$ cat src/rtl/debounce_pkg.sv
// Shared definitions for the push-button debouncer: FSM state codes and a
// counter-width helper.
package debounce_pkg;

  typedef enum logic [1:0] {
    IDLE         = 2'd0,
    PRESS_WAIT   = 2'd1,
    PRESSED      = 2'd2,
    RELEASE_WAIT = 2'd3
  } state_e;

  // Bits needed to hold any value in 0..max_val.
  function automatic int cnt_width(input int max_val);
    return (max_val < 1) ? 1 : $clog2(max_val + 1);
  endfunction

endpackage

$ cat src/rtl/button_debounce_pulse_if.sv
// Button signal bundle: raw input towards the conditioner, clean pulse and
// debounced level back out.
interface button_debounce_pulse_if;
  logic button_raw;
  logic button_pulse;
  logic button_level;

  modport master (output button_raw, input button_pulse, input button_level);
  modport slave  (input button_raw, output button_pulse, output button_level);
endinterface

$ cat src/rtl/sync_chain.sv
// N-flop synchroniser for a single asynchronous input, cleared to 0 by an
// asynchronous active-high reset. STAGES must be at least 2.
module sync_chain #(
  parameter int STAGES = 2
) (
  input  logic clk,
  input  logic rst,
  input  logic d_i,
  output logic q_o
);

  logic [STAGES-1:0] sync_q;

  always_ff @(posedge clk or posedge rst) begin
    if (rst) sync_q <= '0;
    else     sync_q <= {sync_q[STAGES-2:0], d_i};
  end

  assign q_o = sync_q[STAGES-1];

endmodule

$ cat src/rtl/button_debounce_pulse.sv
// Push-button conditioner: synchronise, debounce, and emit one clean pulse per
// press. Define AUTO_REPEAT_EN to add held-button auto-repeat pulses.
module button_debounce_pulse
  import debounce_pkg::*;
#(
  parameter int SYNC_STAGES     = 2,
  parameter int DEBOUNCE_CYCLES = 4
`ifdef AUTO_REPEAT_EN
  ,
  parameter int REPEAT_DELAY    = 16,
  parameter int REPEAT_PERIOD   = 8
`endif
) (
  input  logic                    clk,
  input  logic                    reset,
  button_debounce_pulse_if.slave  bus
);

  localparam int             CNT_W    = cnt_width(DEBOUNCE_CYCLES);
  localparam logic [CNT_W-1:0] CNT_ONE  = CNT_W'(1);
  localparam logic [CNT_W-1:0] CNT_LAST = CNT_W'(DEBOUNCE_CYCLES - 1);

  state_e           state_q, state_d;
  logic [CNT_W-1:0] cnt_q, cnt_d;
  logic             pulse_q, pulse_d;
  logic             press_accept;
  logic             s;

  function automatic logic [CNT_W-1:0] sat_inc(input logic [CNT_W-1:0] v);
    return (v == '1) ? v : v + CNT_ONE;
  endfunction

  sync_chain #(.STAGES(SYNC_STAGES)) u_sync (
    .clk (clk),
    .rst (reset),
    .d_i (bus.button_raw),
    .q_o (s)
  );

  always_comb begin
    state_d      = state_q;
    cnt_d        = cnt_q;
    press_accept = 1'b0;
    case (state_q)
      IDLE: begin
        cnt_d = '0;
        if (s) begin
          state_d = PRESS_WAIT;
          cnt_d   = CNT_ONE;
        end
      end
      PRESS_WAIT: begin
        if (!s) begin
          state_d = IDLE;
          cnt_d   = '0;
        end else if (cnt_q == CNT_LAST) begin
          state_d      = PRESSED;
          cnt_d        = '0;
          press_accept = 1'b1;
        end else begin
          cnt_d = sat_inc(cnt_q);
        end
      end
      PRESSED: begin
        cnt_d = '0;
        if (!s) begin
          state_d = RELEASE_WAIT;
          cnt_d   = CNT_ONE;
        end
      end
      RELEASE_WAIT: begin
        // A bounce back to high resumes PRESSED without a fresh pulse.
        if (s) begin
          state_d = PRESSED;
          cnt_d   = '0;
        end else if (cnt_q == CNT_LAST) begin
          state_d = IDLE;
          cnt_d   = '0;
        end else begin
          cnt_d = sat_inc(cnt_q);
        end
      end
      default: begin
        state_d = IDLE;
        cnt_d   = '0;
      end
    endcase
  end

`ifdef AUTO_REPEAT_EN
  localparam int REP_MAX = (REPEAT_DELAY > REPEAT_PERIOD) ? REPEAT_DELAY : REPEAT_PERIOD;
  localparam int REP_W   = cnt_width(REP_MAX);

  logic [REP_W-1:0] rep_q, rep_d, rep_inc, rep_target;
  logic             rep_armed_q, rep_armed_d;
  logic             rep_fire;

  // First repeat waits REPEAT_DELAY cycles; once armed, every REPEAT_PERIOD.
  always_comb begin
    rep_d       = rep_q;
    rep_armed_d = rep_armed_q;
    rep_fire    = 1'b0;
    rep_inc     = rep_q + REP_W'(1);
    rep_target  = rep_armed_q ? REP_W'(REPEAT_PERIOD) : REP_W'(REPEAT_DELAY);
    if ((state_q == PRESSED) && s) begin
      if (rep_inc == rep_target) begin
        rep_fire    = 1'b1;
        rep_d       = '0;
        rep_armed_d = 1'b1;
      end else begin
        rep_d = rep_inc;
      end
    end else if (state_q != RELEASE_WAIT) begin
      rep_d       = '0;
      rep_armed_d = 1'b0;
    end
  end

  always_ff @(posedge clk or posedge reset) begin
    if (reset) begin
      rep_q       <= '0;
      rep_armed_q <= 1'b0;
    end else begin
      rep_q       <= rep_d;
      rep_armed_q <= rep_armed_d;
    end
  end

  assign pulse_d = press_accept | rep_fire;
`else
  assign pulse_d = press_accept;
`endif

  always_ff @(posedge clk or posedge reset) begin
    if (reset) begin
      state_q <= IDLE;
      cnt_q   <= '0;
      pulse_q <= 1'b0;
    end else begin
      state_q <= state_d;
      cnt_q   <= cnt_d;
      pulse_q <= pulse_d;
    end
  end

  assign bus.button_pulse = pulse_q;
  assign bus.button_level = (state_q == PRESSED) || (state_q == RELEASE_WAIT);

endmodule

$ cat src/flat_wrapper.sv
// flat-port wrapper written by rule: the top's interface ports become plain ports
module button_debounce_pulse_flat import debounce_pkg::*;
#(
  parameter int SYNC_STAGES     = 2,
  parameter int DEBOUNCE_CYCLES = 4

)
  (clk, reset, bus_button_raw, bus_button_pulse, bus_button_level);
  button_debounce_pulse_if bus_i ();
  input  logic clk;
  input  logic reset;
  input wire logic [$bits(bus_i.button_raw)-1:0] bus_button_raw;
  output wire logic [$bits(bus_i.button_pulse)-1:0] bus_button_pulse;
  output wire logic [$bits(bus_i.button_level)-1:0] bus_button_level;
  assign bus_i.button_raw = bus_button_raw;
  assign bus_button_pulse = bus_i.button_pulse;
  assign bus_button_level = bus_i.button_level;
  button_debounce_pulse #(.SYNC_STAGES(SYNC_STAGES), .DEBOUNCE_CYCLES(DEBOUNCE_CYCLES)) u_core (.clk(clk), .reset(reset), .bus(bus_i));
endmodule
$ cat config.mk
export PLATFORM = sky130hd
export DESIGN_NAME = button_debounce_pulse_flat
export DESIGN_NICKNAME = d
export VERILOG_FILES = /design/src/rtl/debounce_pkg.sv /design/src/rtl/button_debounce_pulse_if.sv /design/src/rtl/sync_chain.sv /design/src/rtl/button_debounce_pulse.sv /design/src/flat_wrapper.sv
export SDC_FILE = /design/constraint.sdc
export NUM_CORES = 1
export LEC_CHECK = 0
export ABC_AREA = 1
export CAP_MARGIN = 20
export CORE_AREA = 2 2 39 41
export DETAILED_ROUTE_END_ITERATION = 16
export DIE_AREA = 0 0 41 43
export GPL_TIMING_DRIVEN = 1
export PLACE_DENSITY = 0.44
export SLEW_MARGIN = 20
export SYNTH_ARGS = -nofsm -noshare
export SYNTH_HDL_FRONTEND = slang
export SYNTH_SLANG_ARGS = --single-unit
$ cat constraint.sdc
create_clock -name clk -period 1 [get_ports clk]
set_input_delay 0.25 -clock clk [delete_from_list [all_inputs] [get_ports clk]]
set_output_delay 0.25 -clock clk [all_outputs]
set_load 0.005 [all_outputs]
==> metrics.csv <==
stage,metric,value,unit
outcome,status,completed,
die,Initial Util,0.249,
global_routing,GRT Total Usage,0.0934,
synthesis,post-synth top area share,0.582,
placement,IO buf count,4,
global_routing,antenna violations before repair,0,
clock_tree,H-tree depth,1,
timing,final max-slew violation count,0,
detailed_routing,Residual DRC,0,
setup_path,crit path max fanout,2,
die,Die X,41,µm
setup_path,Crit. End Element,primary output,
worst_hold_path,hold crit path type,in2async,
setup_path,CP Cell Sequence,buf_2,
cells_and_area,fin util,0.325,
setup_path,critical path launch point type,flop,
timing,RSZ-0062 raised after global routing,true,
synthesis,Synth area leaders,"dfrtp_1, inv_1, nand3_2",
timing,min Tclk post-route,0.995,ns
cells_and_area,share of layout cells above drive strength 1,0.386,
timing,maximum clock rate,1000,MHz
clock_tree,clock buffer depth,2,
global_routing,met1 Track Usage GR,0.0900,
global_routing,met2 Usage GRT,0.128,
synthesis,Syn Nets,40,
cells_and_area,Area growth syn-to-layout,30.9,%
synthesis,Yosys warning count,0,
setup_path,kind of critical path,reg2out,
placement,GPL Wtd Cong,0.668,
synthesis,Synth Register Bits,8,
clock_tree,clock root buffer,clkbuf_4,
cells_and_area,ANT cells,0,
detailed_routing,WL final,549,µm
die,core area,1380,µm²
die,row count,14,
setup_path,Worst path top cell family by delay,flip-flops,
detailed_routing,Vias,245,
cells_and_area,post-route cell area,450,µm²
setup_path,worst-case reg-to-reg path depth,5,
setup_path,"Slowest-stage cell, CP",dfrtp_1,
detailed_routing,DR pass1 iterations,4,
setup_path,"slowest stage delay, CP",0.37,ns
setup_path,"Buf+Inv Stages, Crit Path",1,
cells_and_area,final non-filler cell total,60,
setup_path,CP Depth,1,
die,die area,1760,µm²
die,I/O Pins,5,
synthesis,syn avg cell area,9.56,µm²
clock_tree,CTS Buf Count,3,
global_routing,largest net degree at the start of global routing,9,
clock_tree,Clock Sinks,8,
detailed_routing,DR WL/cell,9.15,µm
timing,Worst-Margin Slew,0.305,ns
global_routing,first-pass GRT wire length,972,µm
placement,Post-Place Cells,57,
power,Pwr Total,1200,µW
die,height of the die,43,µm
power,Peak VDD IR,1.21,mV
clock_tree,CTS tree,yes,
cells_and_area,Final #Nets,50,
global_routing,busiest layer in global routing,met2,
timing,relative slew slack,0.796,
cells_and_area,"commonest cells after routing, fill and taps aside","dfrtp_1, inv_1, nor2_1, nand2_2, clkbuf_4",
global_routing,vias in the first global route,247,
global_routing,total grt overflow,0,
timing,final hold slack,0.243,ns
clock_tree,"CTS clk-pin slew, worst paths",0.05,ns
synthesis,register area share after synthesis,0.582,
timing,clock skew,0.00383,ns
detailed_routing,post-route ant nets,0,
cells_and_area,Fillers,149,
flow_run,Max-Cap Viols,0,
placement,hpwl dp,413,µm
setup_path,CP required,0.75,ns
global_routing,grt met3 use,0.0942,
cells_and_area,"commonest non-fill, non-tap cell in the layout",dfrtp_1,
timing,Final Hold Viols,0,
timing,period utilization,0.995,
power,Pleak,0.000230,µW
detailed_routing,Detailed Route Iter0 Violations,5,
timing,final setup violation count,0,
setup_path,worst path arrival time,0.75,ns
synthesis,Yosys cell types,14,
synthesis,Synth Instances,36,
power,PwrDens,2660,nW/µm²
synthesis,leading area contributor after synthesis,dfrtp_1,
placement,placed standard-cell area,415,µm²
detailed_routing,Avg Vias per Cell,4.08,
synthesis,Synth Cell Area,344,µm²
clock_tree,Skew-Pair Late Insertion Delay,0.25,ns
-- synthesized netlist by cell type --
library cell  n
dfrtp_1       8
inv_1         7
nand2_1       4
nor2_1        4
nand2_2       2
nand3_1       2
nand3_2       2
a21oi_2       1
clkbuf_1      1
ha_1          1
inv_2         1
nor2_2        1
nor3_1        1
o21ai_1       1
-- kinds of logic (layout without fill, tap and decap cells) --
logic type,count (synthesis),after routing,synth area share
AOI/OAI and AO/OA,2,2,0.0400
adders and majority gates,1,1,0.0364
buffers and inverters,9,17,0.0982
DFF,8,8,0.582
and+or+nand+nor,16,16,0.244
-- worst paths after layout --
kind                                                   end  slack [ns]                     from
worst max-delay path                      bus_button_level       0.005                     flop
worst min-delay path            asynchronous set/reset pin        0.24                    reset
worst max register to register             u_core.cnt_q[1]        0.05          u_core.cnt_q[1]
worst min register to register     u_core.u_sync.sync_q[1]        0.34  u_core.u_sync.sync_q[0]
max in group asynchronous                  u_core.cnt_q[2]        0.52                    reset
min in group clk                   u_core.u_sync.sync_q[1]        0.34  u_core.u_sync.sync_q[0]
-- metrics by stage --
stage	worst slack [ns]	TNS, ns
2_1_floorplan	0.0511	0
3_3_place_gp	-0.0689	-0.110
3_5_place_dp	-0.0688	-0.105
4_1_cts	-0.00530	-0.00530
5_1_grt	-0.0405	-0.0532
6_report	0.00497	0
-- layout make-up --
| cell class | count | area, µm² | area share |
|---|---|---|---|
| Timing Repair Buffer | 6 | 45.0 | 0.100 |
| Multi-Input combinational cell | 19 | 133 | 0.294 |
| Inverter | 8 | 30.0 | 0.0667 |
| Sequential cell | 8 | 200 | 0.444 |
| Tap cell | 16 | 20.0 | 0.0444 |
| Clock buffer | 3 | 22.5 | 0.0500 |
-- power breakdown --
part	switching, µW	internal, µW	leakage (µW)
Sequential	72.9	409	0.000101
Combinational	237	236	0.000115
Clock	105	137	0.0000138
-- timing repair --
| item | 4_1_cts | 5_1_grt |
|---|---|---|
| setup endpoints to repair | 3 | 8 |
| hold buffers | 0 | 0 |
| pin swaps | 0 | 3 |
| gates resized for setup | 10 | 3 |
| setup buffers | 1 | 0 |
-- layer usage --
| layer | up-vias | part of all wire |
|---|---|---|
| li1 | 126 | - |
| met1 | 111 | 0.45 |
| met2 | 6 | 0.44 |
| met3 | 2 | 0.091 |
| met4 | 0 | 0.015 |
| met5 | - | 0 |
Note: power is estimated with default switching activity, not from simulation.
